<file path="src/rtl/led_pattern_controller.sv">
// led_pattern_controller: debounces the four board switches and turns their release events
// into mode/speed/pause/restart control of a ticked LED pattern sequencer.
module led_pattern_controller #(
    parameter int DEBOUNCE_LIMIT = 250000,
    parameter int TICK_BASE      = 2500000
) (
    input  logic       i_Clk,
    input  logic       i_Reset,
    input  logic       i_Switch_1,
    input  logic       i_Switch_2,
    input  logic       i_Switch_3,
    input  logic       i_Switch_4,
    output logic       o_LED_1,
    output logic       o_LED_2,
    output logic       o_LED_3,
    output logic       o_LED_4,
    output logic [1:0] o_Mode,
    output logic [1:0] o_Speed,
    output logic       o_Paused
);
    localparam int DW = $clog2(DEBOUNCE_LIMIT + 1);
    localparam int TW = $clog2(8 * TICK_BASE);

    typedef enum logic [1:0] {OFF, STATIC, BLINK, CHASE} mode_t;

    logic [3:0]    sw_raw;
    logic [DW-1:0] db_cnt_q [4];
    logic [DW-1:0] db_cnt_d [4];
    logic [3:0]    db_q, db_d, db_prev_q, rel;
    mode_t         mode_q, mode_d;
    logic [1:0]    speed_q, speed_d;
    logic          paused_q, paused_d;
    logic [3:0]    pat_q, pat_d;
    logic [TW-1:0] tcnt_q, tcnt_d, period_m1;
    logic          tick;

    function automatic logic [3:0] entry(input mode_t m);
        return (m == OFF) ? 4'h0 : (m == CHASE) ? 4'h1 : 4'hF;
    endfunction

    assign sw_raw    = {i_Switch_4, i_Switch_3, i_Switch_2, i_Switch_1};
    assign rel       = db_prev_q & ~db_q;
    assign period_m1 = (TW'(TICK_BASE) << speed_q) - TW'(1);
    assign tick      = !paused_q && (tcnt_q == period_m1);

    always_comb begin
        db_d = db_q;
        for (int k = 0; k < 4; k++) begin
            db_cnt_d[k] = '0;
            if (sw_raw[k] != db_q[k]) begin
                if (db_cnt_q[k] == DW'(DEBOUNCE_LIMIT - 1)) db_d[k] = sw_raw[k];
                else db_cnt_d[k] = db_cnt_q[k] + DW'(1);
            end
        end
    end

    // Events are mutually exclusive by priority; any event overrides a same-cycle tick.
    always_comb begin
        mode_d   = mode_q;
        speed_d  = speed_q;
        paused_d = paused_q;
        pat_d    = pat_q;
        tcnt_d   = paused_q ? tcnt_q : tick ? '0 : tcnt_q + TW'(1);
        if (tick && mode_q == BLINK) pat_d = ~pat_q;
        if (tick && mode_q == CHASE) pat_d = {pat_q[2:0], pat_q[3]};
        if (rel[3]) begin
            pat_d    = entry(mode_q);
            tcnt_d   = '0;
            paused_d = 1'b0;
        end else if (rel[0]) begin
            mode_d   = mode_t'(mode_q + 2'd1);
            paused_d = 1'b0;
            tcnt_d   = '0;
            pat_d    = entry(mode_d);
        end else if (rel[1]) begin
            speed_d = speed_q + 2'd1;
            tcnt_d  = '0;
            pat_d   = pat_q;
        end else if (rel[2]) begin
            paused_d = ~paused_q;
            tcnt_d   = tcnt_q;
            pat_d    = pat_q;
        end
    end

    always_ff @(posedge i_Clk or posedge i_Reset) begin
        if (i_Reset) begin
            for (int k = 0; k < 4; k++) db_cnt_q[k] <= '0;
            db_q      <= '0;
            db_prev_q <= '0;
            mode_q    <= OFF;
            speed_q   <= '0;
            paused_q  <= 1'b0;
            pat_q     <= '0;
            tcnt_q    <= '0;
        end else begin
            for (int k = 0; k < 4; k++) db_cnt_q[k] <= db_cnt_d[k];
            db_q      <= db_d;
            db_prev_q <= db_q;
            mode_q    <= mode_d;
            speed_q   <= speed_d;
            paused_q  <= paused_d;
            pat_q     <= pat_d;
            tcnt_q    <= tcnt_d;
        end
    end

    assign {o_LED_4, o_LED_3, o_LED_2, o_LED_1} = pat_q;
    assign o_Mode   = mode_q;
    assign o_Speed  = speed_q;
    assign o_Paused = paused_q;
endmodule
</file>
<file path="config.mk">
export PLATFORM = sky130hd
export DESIGN_NAME = led_pattern_controller
export DESIGN_NICKNAME = d
export VERILOG_FILES = /design/src/rtl/led_pattern_controller.sv
export SDC_FILE = /design/constraint.sdc
export NUM_CORES = 1
export LEC_CHECK = 0
export BUFFER_PORTS_ARGS = -buffer_cell sky130_fd_sc_hd__clkbuf_2
export CAP_MARGIN = 25
export CELL_PAD_IN_SITES_DETAIL_PLACEMENT = 0
export CELL_PAD_IN_SITES_GLOBAL_PLACEMENT = 1
export CORE_AREA = 2 2 120 122
export DETAILED_ROUTE_END_ITERATION = 16
export DIE_AREA = 0 0 122 124
export PLACE_DENSITY_LB_ADDON = 0.1
export SLEW_MARGIN = 20
export SYNTH_ARGS = -nofsm -noshare
export SYNTH_HDL_FRONTEND = slang
export SYNTH_SLANG_ARGS = --single-unit
</file>
<file path="constraint.sdc">
create_clock -name i_Clk -period 5.3 [get_ports i_Clk]
set_clock_uncertainty 0.1 [all_clocks]
set_input_delay 1.06 -clock i_Clk [delete_from_list [all_inputs] [get_ports i_Clk]]
set_output_delay 1.06 -clock i_Clk [all_outputs]
set_load 0.01 [all_outputs]
</file>
==> impl_metrics.prom <==
# TYPE chip_impl_metric gauge
chip_impl_info{name="clockRootBuffer",value="sky130_fd_sc_hd__clkbuf_16"} 1
chip_impl_metric{name="detailedPlace.worstSlack",unit="ns"} 1.86
chip_impl_metric{name="synth_nets",unit=""} 668
chip_impl_metric{name="finalWorstPathRequiredPeriod",unit="ns"} 3.42
chip_impl_metric{name="place_hpwl",unit="mm"} 8.92
chip_impl_metric{name="netlist_instances",unit=""} 646
chip_impl_metric{name="critical_path_arrival",unit="ns"} 3.59
chip_impl_info{name="largest_cells_by_area_after_synthesis",value="sky130_fd_sc_hd__dfrtp_1, sky130_fd_sc_hd__nor2_1, sky130_fd_sc_hd__xnor2_1, sky130_fd_sc_hd__xor2_1, sky130_fd_sc_hd__nand3_1"} 1
chip_impl_metric{name="clockBufferDepth",unit=""} 2
chip_impl_metric{name="synth-simple-area-share",unit=""} 0.265
chip_impl_metric{name="finalCoreUtilization",unit=""} 0.509
chip_impl_info{name="worst_setup_start_kind",value="register"} 1
chip_impl_metric{name="synth-seq-area-share",unit=""} 0.464
chip_impl_metric{name="vertical_extent_of_the_die",unit="µm"} 124
chip_impl_metric{name="antenna_violating_nets_post_route",unit=""} 0
chip_impl_metric{name="synth-edff-count",unit=""} 0
chip_impl_metric{name="boundaryPins",unit=""} 15
chip_impl_metric{name="num_antenna_cells",unit=""} 0
chip_impl_metric{name="avgViaCountPerCell",unit=""} 5.46
chip_impl_metric{name="overflow",unit=""} 0
chip_impl_metric{name="finalWirelength",unit="mm"} 13.1
chip_impl_metric{name="cts_htree_levels",unit=""} 4
chip_impl_metric{name="groute.usage.overall",unit=""} 0.190
chip_impl_info{name="synth_area_leader_cell",value="sky130_fd_sc_hd__dfrtp_1"} 1
chip_impl_metric{name="tightest_slew",unit="ns"} 0.728
chip_impl_metric{name="dr.pass1.iters",unit=""} 5
chip_impl_metric{name="crit_path_max_incr_delay",unit="ns"} 0.61
chip_impl_metric{name="post_synth_instance_area",unit="µm²"} 6150
chip_impl_metric{name="vdd_drop_max",unit="V"} 0.000224
chip_impl_metric{name="final_cell_count_no_fill",unit=""} 854
chip_impl_metric{name="layout-area-overhead-vs-synth",unit="%"} 13.5
chip_impl_metric{name="synth.distinct_cells",unit=""} 55
chip_impl_info{name="critPathKind",value="reg -> reg"} 1
chip_impl_info{name="timing.critical_path.cells",value="inv_1, ha_1, nor4b_1, nand3_1, xnor2_1, nand4_2, nand2_1, o31ai_1"} 1
chip_impl_metric{name="worstPathMaxFanout",unit=""} 23
chip_impl_metric{name="routabilityCongestion",unit=""} 0.834
chip_impl_metric{name="post-route-worst-setup-slack",unit="ns"} 1.88
chip_impl_metric{name="setup_tns",unit="ns"} 0
chip_impl_metric{name="gr-usage-met2",unit=""} 0.305
chip_impl_metric{name="async_flop_share",unit=""} 1.00
chip_impl_metric{name="placedCellCount",unit=""} 822
chip_impl_metric{name="grt_antenna_before_repair",unit=""} 0
chip_impl_info{name="globalRoute.busiestLayer",value="met2"} 1
chip_impl_metric{name="cts_setup_buffers",unit=""} 0
chip_impl_metric{name="grt_pass1_vias",unit=""} 4588
chip_impl_metric{name="power_leakage",unit="nW"} 3.01
chip_impl_metric{name="grt_pass1_wl",unit="mm"} 22.5
chip_impl_metric{name="cts_hold_buf",unit=""} 0
chip_impl_metric{name="final_hold_viol_count",unit=""} 0
chip_impl_metric{name="max_cap_violations",unit=""} 0
chip_impl_metric{name="power_per_standard_cell_area",unit="nW/µm²"} 307
chip_impl_metric{name="synth_fa_ha_area_frac",unit=""} 0.0326
chip_impl_metric{name="final_area",unit="µm²"} 6980
chip_impl_metric{name="floorplan.initialDensity",unit=""} 0.448
chip_impl_metric{name="grt_max_degree",unit=""} 81
chip_impl_metric{name="port_buffers",unit=""} 14
chip_impl_metric{name="vias_post_dr",unit=""} 4662
chip_impl_info{name="worst_setup_path_end_kind",value="register"} 1
chip_impl_metric{name="achievable-frequency",unit="GHz"} 0.293
chip_impl_metric{name="floorplan.rows",unit=""} 43
chip_impl_info{name="grt_setup_unrepaired",value="false"} 1
chip_impl_metric{name="setup_violators_final",unit=""} 0
chip_impl_metric{name="finalMaxSlewViolations",unit=""} 0
chip_impl_metric{name="clk_pin_slew_worst_setup_hold_paths",unit="ns"} 0.06
chip_impl_metric{name="met1_usage",unit=""} 0.247
chip_impl_metric{name="detailedRoute.firstIterationViolations",unit=""} 354
chip_impl_metric{name="worstPathRequired",unit="ns"} 5.47
chip_impl_metric{name="cts-resized-gates",unit=""} 0
chip_impl_metric{name="floorplan.die_area",unit="µm²"} 15100
chip_impl_metric{name="fp.dieW",unit="µm"} 122
chip_impl_metric{name="layout-drive-gt1-share",unit=""} 0.101
chip_impl_metric{name="syn_area_per_cell",unit="µm²"} 9.52
chip_impl_info{name="crit_slowest_cell",value="sky130_fd_sc_hd__nand4_2"} 1
chip_impl_metric{name="synth_compound_area_frac",unit=""} 0.0855
chip_impl_metric{name="post_dr_wirelength_cell",unit="µm"} 15.3
chip_impl_metric{name="worst_slew_margin_rel",unit=""} 0.514
chip_impl_info{name="run_status",value="finished clean"} 1
chip_impl_info{name="worst_hold_path_type",value="reg -> reg"} 1
chip_impl_info{name="synth_top_family_by_area",value="simple AND/OR/NAND/NOR gates"} 1
chip_impl_metric{name="yosys_register_bits",unit=""} 114
chip_impl_metric{name="cts_buffers",unit=""} 17
chip_impl_metric{name="cts_sinks",unit=""} 114
chip_impl_metric{name="synth_xor_area_frac",unit=""} 0.108
chip_impl_metric{name="globalRouteMet3Util",unit=""} 0.0582
chip_impl_metric{name="netlist.area_leader.share",unit=""} 0.464
chip_impl_metric{name="worstSkewPairLatency",unit="ns"} 0.41
chip_impl_metric{name="residual_drc_count",unit=""} 0
chip_impl_metric{name="fin_nets",unit=""} 683
chip_impl_metric{name="synth.yosys.warnings",unit=""} 0
chip_impl_metric{name="placeableCoreArea",unit="µm²"} 13700
chip_impl_metric{name="detailed_place.area",unit="µm²"} 6380
chip_impl_info{name="dominantRegCellSynth",value="sky130_fd_sc_hd__dfrtp_1"} 1
chip_impl_metric{name="post-route-period-util",unit=""} 0.644
chip_impl_info{name="cts_tree",value="done"} 1
chip_impl_metric{name="yosys-mux-area-fraction",unit=""} 0.0191
-- cell families (layout without fill, tap and decap cells) --
| group | after synthesis | count (layout) |
|---|---|---|
| flops | 114 | 114 |
| buf+inv | 38 | 66 |
| fa+ha+maj | 16 | 16 |
| mux | 11 | 11 |
| compound gates | 73 | 73 |
| simple gates | 318 | 318 |
| xor+xnor | 76 | 76 |
-- worst paths after layout --
| check | to | cells past startpoint | slack [ns] | from |
|---|---|---|---|---|
| worst min-delay path | db_prev_q[0] | 0 | 0.35 | db_q[0] |
| worst max-delay path | tcnt_q[16] | 8 | 1.88 | o_Speed[1] |
| max in group asynchronous | tcnt_q[14] | 3 | 3.46 | i_Reset |
| min in group asynchronous | db_cnt_q[7] | 2 | 0.66 | i_Reset |
| worst max register to register | tcnt_q[16] | 8 | 1.88 | o_Speed[1] |
| worst min register to register | db_prev_q[0] | 0 | 0.35 | db_q[0] |
-- Yosys cell counts, types with 2 or more instances --
cell type	n
sky130_fd_sc_hd__a31oi_1	2
sky130_fd_sc_hd__or2_2	3
sky130_fd_sc_hd__a21oi_1	11
sky130_fd_sc_hd__nor4b_1	7
sky130_fd_sc_hd__nand4_2	2
sky130_fd_sc_hd__nor2b_1	6
sky130_fd_sc_hd__and3_1	20
sky130_fd_sc_hd__nor2_1	97
sky130_fd_sc_hd__o211ai_1	3
sky130_fd_sc_hd__o21ai_0	10
sky130_fd_sc_hd__clkbuf_1	7
sky130_fd_sc_hd__a31o_1	3
sky130_fd_sc_hd__nand3_1	42
sky130_fd_sc_hd__dfrtp_1	114
sky130_fd_sc_hd__or3_1	9
sky130_fd_sc_hd__ha_1	16
sky130_fd_sc_hd__inv_1	17
sky130_fd_sc_hd__and4_1	9
sky130_fd_sc_hd__and3b_1	2
sky130_fd_sc_hd__nand2b_1	12
sky130_fd_sc_hd__o221ai_1	2
sky130_fd_sc_hd__buf_1	3
sky130_fd_sc_hd__nor4_1	9
sky130_fd_sc_hd__a22oi_1	8
sky130_fd_sc_hd__nor3_1	19
sky130_fd_sc_hd__nor4_2	2
sky130_fd_sc_hd__o21ai_1	6
sky130_fd_sc_hd__xnor2_1	39
sky130_fd_sc_hd__nand4_1	15
sky130_fd_sc_hd__o31ai_1	15
sky130_fd_sc_hd__xor2_1	37
sky130_fd_sc_hd__buf_2	11
sky130_fd_sc_hd__nand2_1	54
sky130_fd_sc_hd__mux2i_1	5
sky130_fd_sc_hd__mux2_2	6
sky130_fd_sc_hd__and2_1	4
-- state kept, by name (all words and copies together), names as in the netlist --
name and count:
db_cnt_q 72, db_prev_q 4, db_q 4, o_Mode 2, o_Paused 1, o_Speed 2
pat_q 4, tcnt_q 25
-- final cells by class --
cell class                 instances  area, µm²
fill                            1294       6740
multi-input combinational        494       3140
clock buffer                      24        502
clock inverter                     8        100
tap                              180        225
sequential                       114       2850
inverter                          17       68.8
timing repair buffer              17       92.6
-- routing by layer --
metal	share of wire	wire length (µm)
met3	0.038	498
met5	0	0
met2	0.48	6220
met4	0.0087	114
met1	0.48	6250
-- power breakdown --
part	internal (mW)	switching [mW]
combinational	0.0278	0.0473
sequential	0.896	0.0362
clock	0.752	0.387
total	1.68	0.470
-- layout by cell type, fill, tap and decap left out, types with 3 or more instances in the layout --
master / instances
sky130_fd_sc_hd__dfrtp_1: 114
sky130_fd_sc_hd__or3_1: 9
sky130_fd_sc_hd__mux2i_1: 5
sky130_fd_sc_hd__clkbuf_16: 17
sky130_fd_sc_hd__o21ai_1: 6
sky130_fd_sc_hd__nand4_1: 15
sky130_fd_sc_hd__and3_1: 20
sky130_fd_sc_hd__clkbuf_8: 5
sky130_fd_sc_hd__nor3_1: 19
sky130_fd_sc_hd__inv_1: 16
sky130_fd_sc_hd__nor4b_1: 7
sky130_fd_sc_hd__or2_2: 3
sky130_fd_sc_hd__and4_1: 9
sky130_fd_sc_hd__nor2b_1: 6
sky130_fd_sc_hd__nand3_1: 42
sky130_fd_sc_hd__o21ai_0: 10
sky130_fd_sc_hd__a31o_1: 3
sky130_fd_sc_hd__o31ai_1: 15
sky130_fd_sc_hd__nor2_1: 97
sky130_fd_sc_hd__clkbuf_2: 14
sky130_fd_sc_hd__xor2_1: 37
sky130_fd_sc_hd__nor4_1: 9
sky130_fd_sc_hd__and2_1: 4
sky130_fd_sc_hd__xnor2_1: 39
sky130_fd_sc_hd__nand2b_1: 12
sky130_fd_sc_hd__a22oi_1: 8
sky130_fd_sc_hd__nand2_1: 54
sky130_fd_sc_hd__o211ai_1: 3
sky130_fd_sc_hd__clkinv_2: 3
sky130_fd_sc_hd__mux2_2: 6
sky130_fd_sc_hd__a21oi_1: 11
sky130_fd_sc_hd__buf_4: 3
sky130_fd_sc_hd__ha_1: 16
-- through the flow --
stage          hold slack, ns  total power [mW]
3_3_place_gp            0.329              1.02
4_1_cts                 0.352              2.18
2_1_floorplan           0.308             0.999
5_1_grt                 0.374              2.23
6_report                0.354              2.15
3_5_place_dp            0.340              1.02
-- critical path: cells and delay by family, from the launching register on --
| family | cells | cell delay, ns |
|---|---|---|
| simple gates | 4 | 1.64 |
| compound gates | 1 | 0.14 |
| xor+xnor | 1 | 0.35 |
| buf+inv | 1 | 0.16 |
| flops | 1 | 0.50 |
| fa+ha+maj | 1 | 0.39 |
Note: power is estimated with default switching activity, not from simulation.
